==> config.mk <==
export PLATFORM = sky130hd
export DESIGN_NAME = mdu_issue_ctrl
export DESIGN_NICKNAME = d
export VERILOG_FILES = /design/src/rtl/mdu_issue_ctrl_pkg.sv /design/src/rtl/mdu_result_cache.sv /design/src/rtl/mdu_issue_ctrl.sv
export SDC_FILE = /design/constraint.sdc
export NUM_CORES = 1
export LEC_CHECK = 0
export CAP_MARGIN = 20
export CELL_PAD_IN_SITES_DETAIL_PLACEMENT = 0
export CELL_PAD_IN_SITES_GLOBAL_PLACEMENT = 1
export CORE_MARGIN = 5
export CORE_UTILIZATION = 42
export DETAILED_ROUTE_END_ITERATION = 6
export PLACE_DENSITY = 0.95
export SETUP_SLACK_MARGIN = 0.15
export SYNTH_ARGS = -nofsm -noshare
export SYNTH_HDL_FRONTEND = slang
export SYNTH_SLANG_ARGS = --single-unit
==> constraint.sdc <==
create_clock -name clk -period 23.2 [get_ports clk]
set_input_delay 3.48 -clock clk [delete_from_list [all_inputs] [get_ports clk]]
set_output_delay 3.48 -clock clk [all_outputs]
set_load 0.02 [all_outputs]
==> src/rtl/mdu_issue_ctrl_pkg.sv <==
// Shared ALU-code definitions for the M-extension issue path: opcode constants,
// issue-controller state encoding and the mul/div opcode classifier.
package mdu_issue_ctrl_pkg;
  localparam int ALU_W  = 6;
  localparam int DATA_W = 32;

  localparam logic [ALU_W-1:0] ALU_MUL    = 6'h20;
  localparam logic [ALU_W-1:0] ALU_MULH   = 6'h21;
  localparam logic [ALU_W-1:0] ALU_MULHSU = 6'h22;
  localparam logic [ALU_W-1:0] ALU_MULHU  = 6'h23;
  localparam logic [ALU_W-1:0] ALU_DIV    = 6'h24;
  localparam logic [ALU_W-1:0] ALU_DIVU   = 6'h25;
  localparam logic [ALU_W-1:0] ALU_REM    = 6'h26;
  localparam logic [ALU_W-1:0] ALU_REMU   = 6'h27;

  typedef enum logic [1:0] {
    ST_IDLE  = 2'd0,
    ST_START = 2'd1,
    ST_WAIT  = 2'd2,
    ST_WB    = 2'd3
  } mdu_state_e;

  // All eight M-extension codes share the 3'b100 prefix.
  function automatic logic is_muldiv(input logic [ALU_W-1:0] code);
    return (code[ALU_W-1:3] == 3'b100);
  endfunction
endpackage

==> src/rtl/mdu_result_cache.sv <==
// Single-entry memo of the last completed mul/div: a lookup hits when the
// opcode and both operands match the stored entry.
module mdu_result_cache
  import mdu_issue_ctrl_pkg::*;
(
  input  logic              clk,
  input  logic              invalidate,
  input  logic [ALU_W-1:0]  lookup_alucode,
  input  logic [DATA_W-1:0] lookup_op1,
  input  logic [DATA_W-1:0] lookup_op2,
  output logic              hit,
  output logic [DATA_W-1:0] hit_data,
  input  logic              update,
  input  logic [ALU_W-1:0]  upd_alucode,
  input  logic [DATA_W-1:0] upd_op1,
  input  logic [DATA_W-1:0] upd_op2,
  input  logic [DATA_W-1:0] upd_data
);
  logic              entry_vld;
  logic [ALU_W-1:0]  entry_alucode;
  logic [DATA_W-1:0] entry_op1;
  logic [DATA_W-1:0] entry_op2;
  logic [DATA_W-1:0] entry_data;

  always_ff @(posedge clk) begin
    if (invalidate)  entry_vld <= 1'b0;
    else if (update) entry_vld <= 1'b1;
  end

  // Entry payload carries no reset; entry_vld alone qualifies it.
  always_ff @(posedge clk) begin
    if (update) begin
      entry_alucode <= upd_alucode;
      entry_op1     <= upd_op1;
      entry_op2     <= upd_op2;
      entry_data    <= upd_data;
    end
  end

  assign hit = entry_vld && (entry_alucode == lookup_alucode) &&
               (entry_op1 == lookup_op1) && (entry_op2 == lookup_op2);
  assign hit_data = entry_data;
endmodule

==> src/rtl/mdu_issue_ctrl.sv <==
// Issue controller between the execute stage and the multi-cycle mul/div unit:
// accepts an op, serves repeats from a one-entry result cache, otherwise starts
// the unit and waits for completion before a one-cycle writeback.
module mdu_issue_ctrl
  import mdu_issue_ctrl_pkg::*;
(
  input  logic              clk,
  input  logic              rst,
  input  logic              valid_in,
  input  logic [ALU_W-1:0]  alucode,
  input  logic [DATA_W-1:0] op1,
  input  logic [DATA_W-1:0] op2,
  input  logic [4:0]        rd,
  input  logic              flush,
  output logic              stall,
  output logic              mcu_start,
  output logic [ALU_W-1:0]  mcu_alucode,
  output logic [DATA_W-1:0] mcu_op1,
  output logic [DATA_W-1:0] mcu_op2,
  input  logic [DATA_W-1:0] mcu_result,
  input  logic              mcu_done,
  output logic              wb_valid,
  output logic [4:0]        wb_rd,
  output logic [DATA_W-1:0] wb_data
);
  mdu_state_e        state, state_n;
  logic              wait_first;
  logic [4:0]        rd_q;
  logic              accept;
  logic              issue;
  logic              hit;
  logic [DATA_W-1:0] hit_data;
  logic              cache_upd;

  assign accept    = (state == ST_IDLE) && valid_in && !flush && is_muldiv(alucode);
  assign issue     = accept && (rd != 5'd0);
  // done is only trusted once the start pulse and one WAIT cycle have passed.
  assign cache_upd = (state == ST_WAIT) && !wait_first && mcu_done && !flush;
  assign stall     = (state != ST_IDLE);

  mdu_result_cache u_cache (
    .clk            (clk),
    .invalidate     (rst),
    .lookup_alucode (alucode),
    .lookup_op1     (op1),
    .lookup_op2     (op2),
    .hit            (hit),
    .hit_data       (hit_data),
    .update         (cache_upd),
    .upd_alucode    (mcu_alucode),
    .upd_op1        (mcu_op1),
    .upd_op2        (mcu_op2),
    .upd_data       (mcu_result)
  );

  always_comb begin
    state_n = state;
    case (state)
      ST_IDLE:  if (issue) state_n = hit ? ST_WB : ST_START;
      ST_START: state_n = flush ? ST_IDLE : ST_WAIT;
      ST_WAIT: begin
        if (flush)          state_n = ST_IDLE;
        else if (cache_upd) state_n = ST_WB;
      end
      ST_WB:    state_n = ST_IDLE;
      default:  state_n = ST_IDLE;
    endcase
  end

  always_ff @(posedge clk) begin
    if (rst) begin
      state       <= ST_IDLE;
      wait_first  <= 1'b0;
      mcu_start   <= 1'b0;
      wb_valid    <= 1'b0;
      wb_rd       <= '0;
      wb_data     <= '0;
      mcu_alucode <= '0;
      mcu_op1     <= '0;
      mcu_op2     <= '0;
    end else begin
      state      <= state_n;
      wait_first <= (state == ST_START);
      mcu_start  <= (state_n == ST_START);
      wb_valid   <= (state_n == ST_WB);
      if (state_n == ST_WB) begin
        wb_rd   <= (state == ST_IDLE) ? rd : rd_q;
        wb_data <= (state == ST_IDLE) ? hit_data : mcu_result;
      end else begin
        wb_rd   <= '0;
        wb_data <= '0;
      end
      if (issue && !hit) begin
        mcu_alucode <= alucode;
        mcu_op1     <= op1;
        mcu_op2     <= op2;
      end
    end
  end

  always_ff @(posedge clk) begin
    if (accept) rd_q <= rd;
  end
endmodule

==> flow_metrics.py, run 1 <==
metrics = {
    "die": {
        "num_rows": 56,
        "coreArea_sq_um": 23300,
        "die-height_microns": 163,
        "floorplan.initialDensity_pct": 42.3,
        "die_w_microns": 163,
        "floorplan.io_pins": 222,
        "fp.dieArea_sq_um": 26600,
    },
    "placed_design": {
        "hpwlAfterDp_mm": 20.1,
        "place_congestion": 0.852,
        "post-place-cells": 1429,
        "placement.io_buffers": 221,
    },
    "sta": {
        "hold_viol": 0,
        "max_slew_margin_pct": 39.7,
        "fin_tns_setup_ns": 0,
        "slew_viol_final": 0,
        "clock_skew_ns": 0.0200,
        "fmax_mhz": 146,
        "post-route-period-util_pct": 29.6,
        "finalCriticalPeriod_ns": 6.87,
        "rsz0062_at_grt": "no",
        "tightestPinTransition_ns": 0.905,
        "setup_viol": 0,
    },
    "cts": {
        "clock_latency_ns": 0.50,
        "clk_pin_slew_worst_paths_ns": 0.06,
        "cts_buffers": 23,
        "hold_buffers": 0,
        "cts_root_buf": "clkbuf_16",
        "cts_tree": "built",
        "cts_buffer_depth": 3,
        "postCtsSetupRepairBufs": 0,
        "htree_levels": 1,
        "cts_resized": 0,
        "clkSinkCount": 220,
    },
    "logic_synthesis": {
        "synth_cell_types": 39,
        "synth_top_area_cell": "edfxtp_1",
        "syn-cell-area_sq_um": 9850,
        "synth.most_common_cell": "nand2_1",
        "synth_edf_count": 107,
        "ys_ff_latch": 220,
        "synth_ff_type": "dfxtp_1",
        "seq_area_frac_synth_pct": 55.6,
        "synth_async_sr_flop_share_pct": 0,
        "synthCells": 954,
        "yosys_warnings": 0,
        "synth_top_area_share_pct": 32.6,
        "synth_fp_nets": 1066,
        "synth.area.top_cells": "edfxtp_1, dfxtp_1, nand2_1, o211ai_1, nand4_1",
        "syn_area_per_cell_sq_um": 10.3,
        "synth_commonest_cells": "nand2_1, dfxtp_1, edfxtp_1",
    },
    "setup_path": {
        "cp_max_fo": 69,
        "worstSetupPathType": "in -> reg",
        "crit_required_ns": 23.60,
        "startpoint_type": "primary input",
        "r2r_slack_ns": 19.17,
        "cp-end-kind": "register",
        "critPathArrivalTime_ns": 7.27,
    },
    "detailed_routing": {
        "ant_nets": 0,
        "wl_mm": 30.6,
        "drc": 0,
        "routedWlPerCell_microns": 20.8,
        "dr_total_vias": 8223,
        "drt-initial-drc-count": 798,
        "via_per_inst": 5.59,
        "drt_pass1_iterations": 5,
    },
    "pwr": {
        "power_leakage_nw": 4.09,
        "power_density_nw_per_um2": 63.8,
        "ir_worst_vdd_uv": 35.1,
    },
    "min_path": {
        "hold_class": "reg -> reg",
    },
    "run_status": {
        "status": "complete, no violations",
    },
    "global_routing": {
        "overflow": 0,
        "grt_max_degree": 70,
        "antenna_found_initial": 0,
        "grt_usage_pct": 22.2,
        "grt_pass1_vias": 8046,
        "grt_pass1_wl_mm": 47.0,
    },
    "flow_run": {
        "maxCapViolations": 0,
    },
    "cells_and_area": {
        "num-nets-final": 1247,
        "finalNonFillerCells": 1470,
        "diodes": 0,
        "layout-drive-gt1-share_pct": 5.13,
        "syn2layout_area_growth_pct": 31.9,
    },
}
-- final cells by class --
cell class              instances  area (sq um)
fillers                      2004         10300
flip-flops and latches        220          5480
multi-input cells             645          4040
repair buffers                236          2320
clock buffers                  37           678
well taps                     319           399
clock inverters                 4          46.3
inverters                       9          33.8
-- layer usage --
layer  GRT usage, %  vias up  part of all wire, %
li1               -     3866                    -
met1           29.9     3891                   41
met2           36.7      419                   47
met3           4.84       47                  9.8
met4           5.64        0                  2.3
met5              0        -                    0
-- state kept, by name (all words and copies together), names as in the netlist, 2 cells and up --
signal / count
state: 2
u_cache.entry_op2: 32
mcu_op1: 32
rd_q: 5
u_cache.hit_data: 32
mcu_op2: 32
wb_rd: 5
u_cache.entry_op1: 32
wb_data: 32
mcu_alucode: 6
u_cache.entry_alucode: 6
-- power breakdown --
group / leakage (nW) / total [mW] / switching [mW] / internal, mW
registers: 1.95 / 0.412 / 0.00320 / 0.409
logic: 1.79 / 0.0595 / 0.0290 / 0.0306
clock network: 0.356 / 0.358 / 0.147 / 0.211
total: 4.09 / 0.829 / 0.179 / 0.650
-- worst max-delay path: stages --
cell and delay (ns):
clkdlybuf4s50_1 0.47, or3_1 0.41, nor3_2 0.51, nand2_2 0.07
buf_4 0.36, nor2_4 0.17, buf_4 0.66, or4b_1 0.49
buf_4 0.28, a21oi_1 0.24
-- layout by cell type (no fill, tap or decap), drive strengths merged, types with 37 or more instances in the layout --
cell	Yosys	routed
clkbuf	59	37
a21o	67	67
dfxtp	113	113
nand2	148	148
a21oi	39	39
edfxtp	107	107
xnor2	38	38
clkdlybuf4s50	0	220
o211ai	68	68
mux2i	37	37
nand3	72	72
nand4	81	81
-- metrics by stage --
step	hold slack, ns	utilization, %	total power, mW	setup slack (ns)	cell area (sq um)
floorplan	0.450	-	0.440	7.72	9850
global placement	0.436	52.7	0.479	15.95	12300
detailed placement	0.458	52.7	0.480	15.89	12300
CTS	0.458	55.9	0.834	16.35	13000
global route	0.477	55.9	0.855	16.12	13000
finish	0.449	55.9	0.829	16.33	13000
-- kinds of logic (layout without fill, tap and decap cells) --
kind of cell              after synthesis  count (layout)  share of synthesized area, %
xor gates and xnor gates               58              58                          5.16
AOI/OAI and AO/OA                     186             186                          13.2
buffers and inverters                  89             286                          3.71
and+or+nand+nor                       364             364                          18.5
muxes                                  37              37                          3.76
DFF                                   220             220                          55.6
-- path summary, 6_finish.rpt --
| path | from | end | depth (start not counted) |
|---|---|---|---|
| worst max-delay path | alucode[3] | wb_data[19] | 10 |
| worst max register to register | state[0] | wb_data[19] | 10 |
| worst min-delay path | mcu_alucode[3] | u_cache.entry_alucode[3] | 0 |
| worst min register to register | mcu_alucode[3] | u_cache.entry_alucode[3] | 0 |
Note: power is estimated with default switching activity, not from simulation.
==> run 2, diff against run 1 <==
--- a/config.mk
+++ b/config.mk
@@ -9,9 +9,9 @@
 export CELL_PAD_IN_SITES_DETAIL_PLACEMENT = 0
 export CELL_PAD_IN_SITES_GLOBAL_PLACEMENT = 1
 export CORE_MARGIN = 5
-export CORE_UTILIZATION = 42
+export CORE_UTILIZATION = 39
 export DETAILED_ROUTE_END_ITERATION = 6
-export PLACE_DENSITY = 0.95
+export PLACE_DENSITY = 0.91
 export SETUP_SLACK_MARGIN = 0.15
 export SYNTH_ARGS = -nofsm -noshare
 export SYNTH_HDL_FRONTEND = slang
==> constraint.sdc (replaced) <==
create_clock -name clk -period 7.1 [get_ports clk]
set_input_delay 1.065 -clock clk [delete_from_list [all_inputs] [get_ports clk]]
set_output_delay 1.065 -clock clk [all_outputs]
set_load 0.02 [all_outputs]
==> run 2 against run 1 <==
Die area rose by 7.2%. Clock skew fell by 0.0093 ns. Critical path type unchanged. Critical endpoint is now mcu_op1[1]. Clock-buffer cell count fell by 5. Total power rose to 3.4 times the previous value. Critical path depth fell by 2. Cell area rose by 0.81%. Setup slack got worse by 14 ns. Register-to-register slack got worse by 16 ns. Largest power group unchanged. Sequential share of layout area fell by 0.34 points. Highest routed layer unchanged. Via count rose by 0.24%.
==> flow_metrics.py, run 2 (synthesis results as in run 1) <==
metrics = {
    "sta": {
        "hold_viol": 0,
        "finalCriticalPeriod_ns": 4.39,
        "slew_viol_final": 0,
        "setup_viol": 0,
        "fin_tns_setup_ns": 0,
        "max_slew_margin_pct": 41.5,
        "rsz0062_at_grt": "no",
        "post-route-period-util_pct": 61.8,
        "tightestPinTransition_ns": 0.878,
        "fmax_mhz": 228,
        "clock_skew_ns": 0.0107,
    },
    "cts": {
        "cts_buffer_depth": 3,
        "clkSinkCount": 220,
        "clk_pin_slew_worst_paths_ns": 0.06,
        "cts_resized": 0,
        "cts_root_buf": "clkbuf_16",
        "hold_buffers": 0,
        "cts_buffers": 24,
        "postCtsSetupRepairBufs": 0,
        "cts_tree": "built",
        "htree_levels": 1,
        "clock_latency_ns": 0.51,
    },
    "detailed_routing": {
        "drt_pass1_iterations": 5,
        "routedWlPerCell_microns": 21.0,
        "via_per_inst": 5.56,
        "wl_mm": 31.1,
        "dr_total_vias": 8243,
        "ant_nets": 0,
        "drc": 0,
        "drt-initial-drc-count": 817,
    },
    "placed_design": {
        "placement.io_buffers": 221,
        "hpwlAfterDp_mm": 19.9,
        "place_congestion": 0.826,
    },
    "setup_path": {
        "r2r-start": "u_cache.entry_op2[16]",
        "cp-end-kind": "register",
        "critPathArrivalTime_ns": 4.74,
        "crit_required_ns": 7.45,
        "worstSetupPathType": "in -> reg",
        "cp_max_fo": 68,
        "r2r_slack_ns": 3.41,
        "reg2reg_depth": 7,
        "reg2reg_to": "mcu_op1[1]",
        "startpoint_type": "primary input",
    },
    "pwr": {
        "power_density_nw_per_um2": 214,
        "ir_worst_vdd_uv": 141,
        "power_leakage_nw": 4.13,
        "power.total_mw": 2.80,
    },
    "global_routing": {
        "overflow": 0,
        "grt_usage_pct": 20.9,
        "antenna_found_initial": 0,
        "grt_max_degree": 70,
        "grt_pass1_vias": 8212,
        "grt_pass1_wl_mm": 47.7,
    },
    "die": {
        "floorplan.io_pins": 222,
        "die-height_microns": 169,
        "num_rows": 58,
        "coreArea_sq_um": 25000,
        "floorplan.initialDensity_pct": 39.3,
        "die_w_microns": 169,
        "fp.dieArea_sq_um": 28500,
    },
    "flow_run": {
        "maxCapViolations": 0,
    },
    "run_status": {
        "status": "complete, no violations",
    },
    "min_path": {
        "min-delay-start": "mcu_alucode[3]",
        "whs_path_depth": 0,
        "hold_class": "reg -> reg",
        "min_to": "u_cache.entry_alucode[3]",
    },
    "cells_and_area": {
        "syn2layout_area_growth_pct": 33.0,
        "num-nets-final": 1246,
        "diodes": 0,
        "final_common_cell": "clkdlybuf4s50_1",
        "most-common-layout-cells": "clkdlybuf4s50_1, nand2_1, dfxtp_1",
        "layout-drive-gt1-share_pct": 5.64,
    },
}
run 2: cell count changes in the layout (fill, tap and decap cells not counted), sizes merged:
cell	delta
buf	-2
clkbuf	-5
clkinvlp	+3
clkinv	+4
inv	+1
run 2: power breakdown:
group | switching [mW] | total, mW | internal, mW
Combinational | 0.0951 | 0.195 | 0.0997
Clock | 0.520 | 1.26 | 0.738
Sequential | 0.0104 | 1.35 | 1.34
run 2: area by class of cell:
type / count / area, sq um
multi-input cells: 645 / 4050
flip-flops and latches: 220 / 5480
clock inverters: 12 / 97.6
well taps: 330 / 413
repair buffers: 234 / 2320
fillers: 2237 / 11900
clock buffers: 32 / 704
inverters: 9 / 33.8
run 2: worst max-delay path, cell delays in order:
cell	delay (ns)
clkdlybuf4s50_1	0.49
xor2_1	0.23
or4_1	0.54
or4_1	0.49
nor3_4	0.17
buf_4	0.64
and2_4	0.82
o211ai_1	0.21
run 2: worst max path at each step:
stage / from / endpoint / slack (ns) / cells past startpoint
after floorplan: flush / wb_data[26] / 1.66 / 6
after global placement: op2[16] / mcu_op2[1] / 2.24 / 8
after detailed placement: op2[16] / mcu_op1[2] / 2.21 / 8
after CTS: op2[16] / mcu_op1[1] / 2.73 / 8
after global routing: op2[16] / mcu_op2[7] / 2.60 / 8
final: op2[16] / mcu_op1[1] / 2.71 / 8
run 2: metrics by stage:
step / util (%) / hold slack (ns) / instance area [sq um] / std cells / worst slack [ns]
2_1_floorplan: - / 0.450 / 9870 / 954 / 1.66
3_3_place_gp: 49.0 / 0.438 / 12300 / 1437 / 2.24
3_5_place_dp: 49.1 / 0.443 / 12300 / 1438 / 2.21
4_1_cts: 52.3 / 0.463 / 13100 / 1482 / 2.73
5_1_grt: 52.3 / 0.486 / 13100 / 1482 / 2.60
6_report: 52.3 / 0.454 / 13100 / 1482 / 2.71
run 2: routing by layer:
| layer | track usage [%] | part of all wire (%) | wire length, microns |
|---|---|---|---|
| met1 | 28.9 | 43 | 13300 |
| met2 | 33.4 | 46 | 14400 |
| met3 | 4.11 | 8.2 | 2560 |
| met4 | 5.89 | 2.7 | 848 |
| met5 | 0 | 0 | 0 |
==> RTL change 1 (settings of run 2) <==
The 4 states of `mdu_state_e` get a Gray code encoding in 2 bits.
--- a/src/rtl/mdu_issue_ctrl_pkg.sv
+++ b/src/rtl/mdu_issue_ctrl_pkg.sv
@@ -14,10 +14,10 @@
   localparam logic [ALU_W-1:0] ALU_REMU   = 6'h27;
 
   typedef enum logic [1:0] {
-    ST_IDLE  = 2'd0,
-    ST_START = 2'd1,
-    ST_WAIT  = 2'd2,
-    ST_WB    = 2'd3
+    ST_IDLE  = 2'b00,
+    ST_START = 2'b01,
+    ST_WAIT  = 2'b11,
+    ST_WB    = 2'b10
   } mdu_state_e;
 
   // All eight M-extension codes share the 3'b100 prefix.
Formal check against the unedited RTL: same outputs for any inputs over 4 cycles, from zero or initial values and one cycle with rst high; so few cycles prove little.
==> RTL change 1 against run 2 <==
Count of clock-buffer cells in the layout down 5. Worst setup slack better by 0.53 ns. Global-route usage down 1.6 points. Sequential cell count unchanged. Core utilization down 1.2 points. Clock skew up 0.0013 ns. Combinational power up 4%. Hold slack better by 0.0030 ns. Cell area up 4.2%. Critical path depth unchanged. Synthesized area up 6.7%. Power up 2.7%. Wire length down 1.3%. First-iteration DRC count down 4.0%. Largest cell class unchanged.
==> RTL change 1: results (changes against run 2) <==
Status -> complete, no violations (unchanged)
Vias per inst -> 5.65 (was 5.56)
Share of cells above drive strength 1 -> 12.7% (was 5.64%)
Met1 Usage GRT -> 25.9% (was 28.9%)
Int Power -> 2.23 mW (was 2.17 mW)
IR drop worst, VDD -> 0.000121 V (was 0.000141 V)
Worst R2R End -> mcu_op2[15]$_SDFFE_PP0P_ (was mcu_op1[1]$_SDFFE_PP0P_)
Post-synthesis area per instance -> 11.4 sq um (was 10.3 sq um)
Syn_nets -> 1037 (was 1066)
WHS -> 0.457 ns (was 0.454 ns)
HP Start -> mcu_op2[24]$_SDFFE_PP0P_ (was mcu_alucode[3]$_SDFFE_PP0P_)
Seq/Total Area, Yosys -> 52.1% (was 55.6%)
R2r setup slk -> 3.85 ns (was 3.41 ns)
Total track usage -> 19.2% (was 20.9%)
Final Wtd Congestion -> 0.872 (was 0.826)
GR Layer Usage met3 -> 5.48% (was 4.11%)
Post-Place Cell Area -> 12800 sq um (was 12300 sq um)
Mux share of post-synthesis cell area -> 0% (was 3.76%)
Cell Pwr Density -> 210 nW/um^2 (was 214 nW/um^2)
Initial antenna violation count -> 4 (was 0)
Design area -> 13700 sq um (was 13100 sq um)
Reg2reg start -> u_cache.entry_op1[18]$_DFFE_PP_ (was u_cache.entry_op2[16]$_DFFE_PP_)
Slew @ Worst Pin -> 1.10 ns (was 0.878 ns)
Cts bufs inserted -> 25 (was 24)
Starting DRC count in detailed routing -> 784 (was 817)
Dpl cells -> 1417 (was 1438)
DP Wirelength -> 20500 microns (was 19900 microns)
Vias in the first global route -> 8239 (was 8212)
DRT Wirelength -> 30700 microns (was 31100 microns)
Final Cycle Share -> 54.3% (was 61.8%)
Met2 usage -> 29.9% (was 33.4%)
Synth top area cells -> edfxtp_1 (31%), dfxtp_1 (22%), a2bb2oi_2 (8.9%) (was edfxtp_1 (33%), dfxtp_1 (23%), nand2_1 (5.6%))
Leak -> 4.38 nW (was 4.13 nW)
Critical path's largest stage delay -> 1.01 ns (was 0.82 ns)
First-pass GRT wire length -> 47200 microns (was 47700 microns)
Sequential fraction of design power -> 46.8% (was 48.1%)
Synth unique cells -> 38 (was 39)
Worst Setup SP -> op1[18] (was op2[16])
==> RTL change 1: changes by cell type after synthesis, moves of 17 or more <==
cell / change
a21oi_2: +19
nand2b_1: +17
a2bb2oi_2: +62
nand4_1: -57
clkbuf_1: -19
nand4b_1: +64
mux2i_1: -37
a21o_1: -67
a21oi_1: -20
nor2b_1: +67
nand2_1: -70
xor2_1: -17
==> RTL change 1: cell type report <==
cell class	count	area, sq um
Fill cell	2363	13100
Sequential cell	220	5480
Tap cell	341	427
Clock inverter	18	209
Antenna cell	1	2.50
Timing Repair Buffer	232	2320
Multi-Input combinational cell	612	4540
Inverter	13	48.8
Clock buffer	27	633
==> RTL change 1: cells by family (layout without fill, tap and decap cells) <==
group,Yosys count,count (layout)
xor gates and xnor gates,46,46
other,0,1
AOI/OAI and AO/OA,185,185
buffers and inverters,93,290
DFF,220,220
and+or+nand+nor,381,381
==> RTL change 1: metal layers <==
metal	vias up	share of wire, %
met2	346	45
met3	64	8.9
met4	6	3.5
li1	3840	-
met5	-	0.13
met1	4020	43
==> RTL change 2 (settings of run 2) <==
Without the edit above. Set the package constant `ALU_W` to 12 (it was 6).
--- a/src/rtl/mdu_issue_ctrl_pkg.sv
+++ b/src/rtl/mdu_issue_ctrl_pkg.sv
@@ -1,7 +1,7 @@
 // Shared ALU-code definitions for the M-extension issue path: opcode constants,
 // issue-controller state encoding and the mul/div opcode classifier.
 package mdu_issue_ctrl_pkg;
-  localparam int ALU_W  = 6;
+  localparam int ALU_W  = 12;
   localparam int DATA_W = 32;
 
   localparam logic [ALU_W-1:0] ALU_MUL    = 6'h20;
Interface: changed (resized alucode and mcu_alucode); port bits go from 222 to 234. No check against the original RTL was run, so the function may have changed too.
==> RTL change 2 against run 2 <==
The flow now finishes with violations (design-rule violations). Synthesized area rose by 4.0%. Combinational power fell by 26%. Fmax rose by 11%. Sequential share of layout area rose by 0.65 points. First-iteration DRC count fell by 24%. Wire length fell by 1.1%. Power rose by 1.2%. Die area rose by 3.8%. Cell area rose by 3.9%. Sequential cell count rose by 12. Worst setup slack improved by 0.45 ns.
==> RTL change 2: results (changes against run 2) <==
Violated checks -> design-rule violations
Met2 usage -> 30.4% (was 33.4%)
EDFF count, synth -> 113 (was 107)
Top cells by count, synth -> dfxtp_1 (119), edfxtp_1 (113), nor3b_1 (102), nand4_1 (73), nand2b_1 (71) (was nand2_1 (148), dfxtp_1 (113), edfxtp_1 (107), nand4_1 (81), nand3_1 (72))
GR Layer Usage met3 -> 5.78% (was 4.11%)
Met1 Usage GRT -> 27.0% (was 28.9%)
Slew @ Worst Pin -> 1.06 ns (was 0.878 ns)
DRC viols -> 5 (was 0)
R2r setup slk -> 3.91 ns (was 3.41 ns)
IR drop worst, VDD -> 0.000143 V (was 0.000141 V)
YS warnings -> 0 (unchanged)
Worst Setup SP -> rd[1] (was op2[16])
DRT Pass-1 Iters -> 7 (was 5)
Synth unique cells -> 41 (was 39)
DP Wirelength -> 20400 microns (was 19900 microns)
Layout Nets -> 1186 (was 1246)
Fillers -> 2290 (was 2237)
Post-Synth XOR/XNOR Area -> 5.39% (was 5.16%)
Top Metal Used -> met5 (was met4)
Largest net degree at the start of global routing -> 92 (was 70)
Reg2reg start -> u_cache.entry_op2[9]$_DFFE_PP_ (was u_cache.entry_op2[16]$_DFFE_PP_)
Cts bufs inserted -> 26 (was 24)
Crit path DAT -> 4.34 ns (was 4.74 ns)
Initial antenna violation count -> 3 (was 0)
First-pass GRT wire length -> 46100 microns (was 47700 microns)
Status -> finished with violations (was complete, no violations)
Worst R2R End -> mcu_alucode[3]$_SDFFE_PP0P_ (was mcu_op1[1]$_SDFFE_PP0P_)
Seq/Total Area, Yosys -> 56.4% (was 55.6%)
Leak -> 5.00 nW (was 4.13 nW)
Port Buffers -> 233 (was 221)
Starting DRC count in detailed routing -> 625 (was 817)
Critical path's largest stage delay -> 0.70 ns (was 0.82 ns)
Syn_nets -> 992 (was 1066)
Routed met2 length -> 13900 microns (was 14400 microns)
Layout Skew -> 0.0153 ns (was 0.0107 ns)
DRT Wirelength -> 30700 microns (was 31100 microns)
Synth Area in Compound Gates -> 6.77% (was 13.2%)
Total track usage -> 19.7% (was 20.9%)
Met1 wire length -> 13200 microns (was 13300 microns)
Mux share of post-synthesis cell area -> 3.61% (was 3.76%)
Worst-path fanout max -> 76 (was 68)
Vias in the first global route -> 7830 (was 8212)
Synth top area cells -> edfxtp_1 (33%), dfxtp_1 (23%), nor3b_1 (7.5%) (was edfxtp_1 (33%), dfxtp_1 (23%), nand2_1 (5.6%))
Crit path to -> mcu_op2[8]$_SDFFE_PP0P_ (was mcu_op1[1]$_SDFFE_PP0P_)
RTL change 2: report_power, final:
group | switching [mW] | internal, mW | total [mW]
clock network | 0.534 | 0.759 | 1.29
logic | 0.0676 | 0.0760 | 0.144
registers | 0.000301 | 1.39 | 1.39
RTL change 2: metrics by stage:
stage,utilization (%),hold WS (ns),worst slack (ns),instances
6_report,52.4,0.443,3.16,1424
2_1_floorplan,-,0.437,0.286,874
3_3_place_gp,49.1,0.433,2.72,1374
3_5_place_dp,49.1,0.440,2.67,1374
4_1_cts,52.2,0.450,3.22,1422
5_1_grt,52.4,0.470,2.98,1424
RTL change 2: worst min path at each step:
| stage | startpoint | end | depth (start not counted) |
|---|---|---|---|
| 6_report | mcu_alucode[6]$_SDFFE_PP0P_ | u_cache.entry_alucode[6]$_DFFE_PP_ | 0 |
| 5_1_grt | mcu_alucode[6]$_SDFFE_PP0P_ | u_cache.entry_alucode[6]$_DFFE_PP_ | 0 |
| 4_1_cts | mcu_alucode[6]$_SDFFE_PP0P_ | u_cache.entry_alucode[6]$_DFFE_PP_ | 0 |
| 3_5_place_dp | mcu_alucode[6]$_SDFFE_PP0P_ | u_cache.entry_alucode[6]$_DFFE_PP_ | 0 |
| 3_3_place_gp | mcu_alucode[4]$_SDFFE_PP0P_ | u_cache.entry_alucode[4]$_DFFE_PP_ | 0 |
| 2_1_floorplan | u_cache.entry_vld$_SDFFE_PP0P_ | u_cache.entry_vld$_SDFFE_PP0P_ | 2 |
RTL change 2: cell type report:
class	instances	area [sq um]	area share (%)
Tap cell	335	419	3.08
Inverter	9	36.3	0.267
Multi-Input combinational cell	553	4110	30.2
Clock buffer	42	751	5.52
Timing Repair Buffer	246	2440	18.0
Sequential cell	232	5780	42.4
Clock inverter	6	66.3	0.487
Antenna cell	1	2.50	0.0184
